==> src/rtl/fifo_drain_pkg.sv <==
// Shared types for the FIFO frame drain: FSM states and output-buffer entry.
package fifo_drain_pkg;

  localparam int unsigned DwDefault = 32;

  typedef enum logic [1:0] {
    IDLE,
    RUN,
    DRAIN
  } drain_state_e;

  typedef struct packed {
    logic [DwDefault-1:0] data;
    logic                 first;
    logic                 last;
  } buf_entry_t;

endpackage

==> src/rtl/fifo_frame_drain_if.sv <==
// FIFO read side plus framed valid/ready output stream of the drain block.
interface fifo_frame_drain_if #(
  parameter int unsigned DW = 32
);
  logic          fifo_empty;
  logic [DW-1:0] fifo_dout;
  logic          fifo_pop;
  logic          m_valid;
  logic          m_ready;
  logic [DW-1:0] m_data;
  logic          m_first;
  logic          m_last;

  modport master (
    input  fifo_empty, fifo_dout, m_ready,
    output fifo_pop, m_valid, m_data, m_first, m_last
  );

  modport slave (
    output fifo_empty, fifo_dout, m_ready,
    input  fifo_pop, m_valid, m_data, m_first, m_last
  );
endinterface

==> src/rtl/out_skid_buf.sv <==
// Two-entry in-order output buffer; head entry drives the stream.
module out_skid_buf
  import fifo_drain_pkg::*;
(
  input  logic       clk,
  input  logic       rst,
  input  logic       push,
  input  buf_entry_t din,
  input  logic       ready,
  output logic       valid,
  output buf_entry_t dout,
  output logic [1:0] occ
);

  buf_entry_t head_q, head_d, tail_q, tail_d;
  logic [1:0] occ_q, occ_d;
  logic       accept;

  assign valid  = (occ_q != 2'd0);
  assign accept = valid & ready;
  assign dout   = head_q;
  assign occ    = occ_q;

  always_comb begin
    head_d = head_q;
    tail_d = tail_q;
    occ_d  = occ_q;
    case ({push, accept})
      2'b11: begin
        // Occupancy unchanged; the new word goes behind whatever remains.
        if (occ_q == 2'd2) begin
          head_d = tail_q;
          tail_d = din;
        end else begin
          head_d = din;
        end
      end
      2'b01: begin
        head_d = tail_q;
        occ_d  = occ_q - 2'd1;
      end
      2'b10: begin
        if (occ_q == 2'd0) head_d = din;
        else               tail_d = din;
        occ_d = occ_q + 2'd1;
      end
      default: ;
    endcase
  end

  always_ff @(posedge clk or negedge rst) begin
    if (!rst) begin
      head_q <= '0;
      tail_q <= '0;
      occ_q  <= 2'd0;
    end else begin
      head_q <= head_d;
      tail_q <= tail_d;
      occ_q  <= occ_d;
    end
  end

endmodule

==> src/rtl/fifo_frame_drain.sv <==
// Drains a sync FIFO into fixed-length frames with first/last tags and a frame count.
module fifo_frame_drain
  import fifo_drain_pkg::*;
#(
  parameter int unsigned DW        = DwDefault,
  parameter int unsigned FRAME_LEN = 4,
  parameter int unsigned FCW       = 16
) (
  input  logic                clk,
  input  logic                rst,
  input  logic                en,
  fifo_frame_drain_if.master  bus,
  output logic [FCW-1:0]      frame_cnt,
  output logic                busy
);

  localparam int unsigned IW = (FRAME_LEN > 1) ? $clog2(FRAME_LEN) : 1;
  localparam logic [IW-1:0] LastIdx = IW'(FRAME_LEN - 1);

  drain_state_e   state_q, state_d;
  logic           empty_q;
  logic [IW-1:0]  idx_q, idx_d;
  logic [FCW-1:0] frame_cnt_q, frame_cnt_d;
  logic           pop;
  logic [1:0]     occ;
  logic           buf_valid;
  buf_entry_t     push_ent, head;

  // Only registered terms here: fifo_empty itself depends on fifo_pop.
  assign pop = (state_q != IDLE) & ~empty_q & (occ != 2'd2) &
               ~((state_q == DRAIN) & (idx_q == '0));

  assign idx_d = !pop ? idx_q : ((idx_q == LastIdx) ? '0 : idx_q + 1'b1);

  assign push_ent = '{data: DwDefault'(bus.fifo_dout), first: (idx_q == '0),
                      last: (idx_q == LastIdx)};

  out_skid_buf u_out_buf (
    .clk   (clk),
    .rst   (rst),
    .push  (pop),
    .din   (push_ent),
    .ready (bus.m_ready),
    .valid (buf_valid),
    .dout  (head),
    .occ   (occ)
  );

  always_comb begin
    state_d = state_q;
    unique case (state_q)
      IDLE:  if (en) state_d = RUN;
      RUN:   if (!en) state_d = (idx_d == '0) ? IDLE : DRAIN;
      DRAIN: begin
        if (en)                 state_d = RUN;
        else if (idx_d == '0)   state_d = IDLE;
      end
      default: state_d = IDLE;
    endcase
  end

  assign frame_cnt_d = frame_cnt_q +
                       FCW'(buf_valid & bus.m_ready & head.last);

  always_ff @(posedge clk or negedge rst) begin
    if (!rst) begin
      state_q     <= IDLE;
      empty_q     <= 1'b1;
      idx_q       <= '0;
      frame_cnt_q <= '0;
    end else begin
      state_q     <= state_d;
      empty_q     <= bus.fifo_empty;
      idx_q       <= idx_d;
      frame_cnt_q <= frame_cnt_d;
    end
  end

  assign bus.fifo_pop = pop;
  assign bus.m_valid  = buf_valid;
  assign bus.m_data   = DW'(head.data);
  assign bus.m_first  = head.first;
  assign bus.m_last   = head.last;
  assign frame_cnt    = frame_cnt_q;
  assign busy         = (state_q != IDLE) | (occ != 2'd0);

endmodule

==> src/flat_wrapper.sv <==
// flat-port wrapper written by rule: the top's interface ports become plain ports
module fifo_frame_drain_flat import fifo_drain_pkg::*;
#(
  parameter int unsigned DW        = DwDefault,
  parameter int unsigned FRAME_LEN = 4,
  parameter int unsigned FCW       = 16
)
  (clk, rst, en, frame_cnt, busy, bus_fifo_empty, bus_fifo_dout, bus_m_ready, bus_fifo_pop, bus_m_valid, bus_m_data, bus_m_first, bus_m_last);
  fifo_frame_drain_if #(.DW(DW)) bus_i ();
  input  logic clk;
  input  logic rst;
  input  logic en;
  output logic [FCW-1:0] frame_cnt;
  output logic busy;
  input wire logic [$bits(bus_i.fifo_empty)-1:0] bus_fifo_empty;
  input wire logic [$bits(bus_i.fifo_dout)-1:0] bus_fifo_dout;
  input wire logic [$bits(bus_i.m_ready)-1:0] bus_m_ready;
  output wire logic [$bits(bus_i.fifo_pop)-1:0] bus_fifo_pop;
  output wire logic [$bits(bus_i.m_valid)-1:0] bus_m_valid;
  output wire logic [$bits(bus_i.m_data)-1:0] bus_m_data;
  output wire logic [$bits(bus_i.m_first)-1:0] bus_m_first;
  output wire logic [$bits(bus_i.m_last)-1:0] bus_m_last;
  assign bus_i.fifo_empty = bus_fifo_empty;
  assign bus_i.fifo_dout = bus_fifo_dout;
  assign bus_i.m_ready = bus_m_ready;
  assign bus_fifo_pop = bus_i.fifo_pop;
  assign bus_m_valid = bus_i.m_valid;
  assign bus_m_data = bus_i.m_data;
  assign bus_m_first = bus_i.m_first;
  assign bus_m_last = bus_i.m_last;
  fifo_frame_drain #(.DW(DW), .FRAME_LEN(FRAME_LEN), .FCW(FCW)) u_core (.clk(clk), .rst(rst), .en(en), .bus(bus_i), .frame_cnt(frame_cnt), .busy(busy));
endmodule
==> config.mk <==
export PLATFORM = sky130hd
export DESIGN_NAME = fifo_frame_drain_flat
export DESIGN_NICKNAME = d
export VERILOG_FILES = /design/src/rtl/fifo_drain_pkg.sv /design/src/rtl/fifo_frame_drain_if.sv /design/src/rtl/out_skid_buf.sv /design/src/rtl/fifo_frame_drain.sv /design/src/flat_wrapper.sv
export SDC_FILE = /design/constraint.sdc
export NUM_CORES = 1
export LEC_CHECK = 0
export CAP_MARGIN = 20
export CORE_ASPECT_RATIO = 1.25
export CORE_UTILIZATION = 25
export CTS_CLUSTER_DIAMETER = 60
export CTS_CLUSTER_SIZE = 12
export DETAILED_ROUTE_END_ITERATION = 6
export SLEW_MARGIN = 10
export SYNTH_ARGS = -nofsm -noshare
export SYNTH_HDL_FRONTEND = slang
export SYNTH_SLANG_ARGS = --single-unit
==> constraint.sdc <==
create_clock -name clk -period 7.1 [get_ports clk]
set_input_delay 1.065 -clock clk [delete_from_list [all_inputs] [get_ports clk]]
set_output_delay 1.065 -clock clk [all_outputs]
set_load 0.02 [all_outputs]
==> results_dict.tcl <==
set metrics [dict create \
    final.setup.tns_ns 0 \
    r2r_end "u_core.u_out_buf.tail_q[1]$_DFFE_PN0P_" \
    critPathArrivalTime_ns 2.41 \
    layout-drive-gt1-share_pct 21.6 \
    ir_drop_mv 0.260 \
    final_common_cell "dfrtp_1" \
    skew_ns 0.0107 \
    grt_pass1_wl_mm 18.5 \
    syn-num-nets 411 \
    ys_warn_count 0 \
    reg2reg_depth 9 \
    drt_pass1_iterations 4 \
    min_from "u_core.frame_cnt[15]$_DFF_PN0_" \
    antenna_found_initial 0 \
    synth_top_area_share_pct 48.5 \
    grt_max_degree 69 \
    cts_buffers 9 \
    status "finished clean" \
    insertion_delay_ns 0.35 \
    hold_buffers 0 \
    grt_pass1_vias 3461 \
    start_util_pct 25.5 \
    gr-total-overflow 0 \
    finalMaxSlewViolations 0 \
    path_max_fanout 10 \
    hp-class "reg -> reg" \
    track_usage_pct 12.7 \
    place.gp.congestion 0.707 \
    fin_crit_ns 3.47 \
    maxCapViolCount 0 \
    via_count 3245 \
    seq_area_frac_synth_pct 49.1 \
    finalCritPeriodShare_pct 48.9 \
    coreArea_sq_um 18200 \
    mostFrequentLayoutCells "dfrtp_1, clkdlybuf4s50_1, mux2_2" \
    netlist_instances 367 \
    rsz0062_at_grt "false" \
    crit_type "reg -> out" \
    total_leakage_power_nw 2.54 \
    ys_types 33 \
    totalWireLength_mm 11.1 \
    fillers 1832 \
    via_per_inst 4.79 \
    timing.slew.headroom_pct 51.3 \
    synthFlopType "dfrtp_1" \
    finalHoldViolCount 0 \
    setup_ws_ns 3.63 \
    fmax_ghz 0.288 \
    async_flop_share_pct 100 \
    final_cells 678 \
    cts_root_buf "clkbuf_16" \
    synth_edf_count 0 \
    cts_tree "done" \
    avgSynthCellArea_sq_um 12.6 \
    rows 55 \
    setup_viol 0 \
    multi_input_area_sq_um 2190 \
    die_x_microns 124 \
    nets 489 \
    dp_slack_ns 3.53 \
    crit_start "u_core.idx_q[0]$_DFF_PN0_" \
    diodes 0 \
    wl_per_cell_microns 16.3 \
    reg2reg_slack_ns 3.89 \
    dieArea_sq_um 19100 \
    htree_levels 3 \
    power_density_nw_per_um2 471 \
    cts_resized 0 \
    startpoint_type "flop" \
    required_ns 6.03 \
    drc_errors 0 \
    io_buffer_count 89 \
    synth_top_area_cell "dfrtp_1" \
    endpoint "bus_fifo_pop" \
    dp.cells 661 \
    synth_seq_cells 91 \
    worst_slew_pin_slew_ns 0.731 \
    cp-end-kind "output port" \
    netlist_top_cells_area "dfrtp_1, mux2_4, mux2_2, mux2i_1, a221oi_1" \
    clkTransAtPathRegs_ns 0.07 \
    fin_util_pct 33.4 \
    ant_nets 0 \
    seqCellArea_sq_um 2280 \
    drt-initial-drc-count 115 \
    netlist_area_sq_um 4640 \
    area_delta_synth_final_pct 30.6 \
    dp_hpwl_mm 7.12 \
    regToRegStartpoint "u_core.idx_q[0]$_DFF_PN0_" \
    clock_sinks 91 \
    clockBufferDepth 2 \
    post_cts_buffers 0 \
    design.portCount 90 \
    dieHeight_microns 154 \
]
how the worst min path moves through the flow:
stage,end,slack [ns],cells after the start
CTS,u_core.frame_cnt[15]$_DFF_PN0_,0.48,1
global placement,u_core.frame_cnt[15]$_DFF_PN0_,0.47,1
finish,u_core.frame_cnt[15]$_DFF_PN0_,0.48,1
floorplan,u_core.u_out_buf.occ[1]$_DFFE_PN0N_,0.45,1
detailed placement,u_core.frame_cnt[15]$_DFF_PN0_,0.47,1
global route,u_core.frame_cnt[15]$_DFF_PN0_,0.49,1
cell families (layout without fill, tap and decap cells):
family	after synthesis	in the layout	synth area share, %
AOI/OAI and AO/OA	75	75	11.5
adders and majority gates	7	7	1.89
buffers and inverters	36	119	3.80
muxes	102	102	26.3
DFF	91	91	49.1
xor gates and xnor gates	18	18	3.40
and+or+nand+nor	38	38	4.07
metrics by stage:
| stage | hold slack [ns] | instance area, sq um | power (W) |
|---|---|---|---|
| after global routing | 0.495 | 6060 | 0.00305 |
| after CTS | 0.480 | 6040 | 0.00288 |
| after detailed placement | 0.466 | 5720 | 0.00235 |
| final | 0.478 | 6060 | 0.00285 |
| after floorplan | 0.452 | 4640 | 0.00189 |
| after global placement | 0.471 | 5720 | 0.00230 |
power by group:
part,switching [W],internal (W)
clock,0.000215,0.000311
combinational,0.000651,0.000757
sequential,0.000169,0.000751
cell type report:
| class | count | share of cell area, % |
|---|---|---|
| clock buffer | 9 | 3.72 |
| clock inverter | 7 | 1.63 |
| inverter | 7 | 0.433 |
| multi-input combinational | 240 | 36.2 |
| sequential | 91 | 37.6 |
| tap | 228 | 4.71 |
| timing repair buffer | 96 | 15.7 |
synthesized netlist by cell type, types with 2 or more instances:
master	n
nand2_1	9
dfrtp_1	90
xor2_1	9
nor2_1	5
xnor2_1	9
nand4_1	2
o21ai_0	2
nor3_1	5
buf_2	9
mux2i_1	34
ha_1	7
buf_6	4
nand3_1	8
a21oi_1	34
mux2_4	30
clkbuf_1	16
mux2_2	38
inv_1	6
or3_1	2
and3_1	2
a221oi_1	34
sequential cells by signal, summed over array words and instances, names as in the netlist:
| name | flops |
|---|---|
| u_core.empty_q | 1 |
| u_core.frame_cnt | 16 |
| u_core.idx_q | 2 |
| u_core.state_q | 2 |
| u_core.u_out_buf.dout | 34 |
| u_core.u_out_buf.occ | 2 |
| u_core.u_out_buf.tail_q | 34 |
per-layer routing:
layer  share of wire (%)  track usage, %
met1                  44            15.5
met2                  51            21.2
met3                 3.0            2.25
met4                 1.9            6.31
met5                   0               0
critical path: stages (launching register included):
cell and delay (ns):
dfrtp_1 0.39, inv_1 0.07, ha_1 0.25, nand2b_1 0.21, a211oi_4 0.45, clkdlybuf4s50_1 0.70
(Power assumes the default switching activity.)
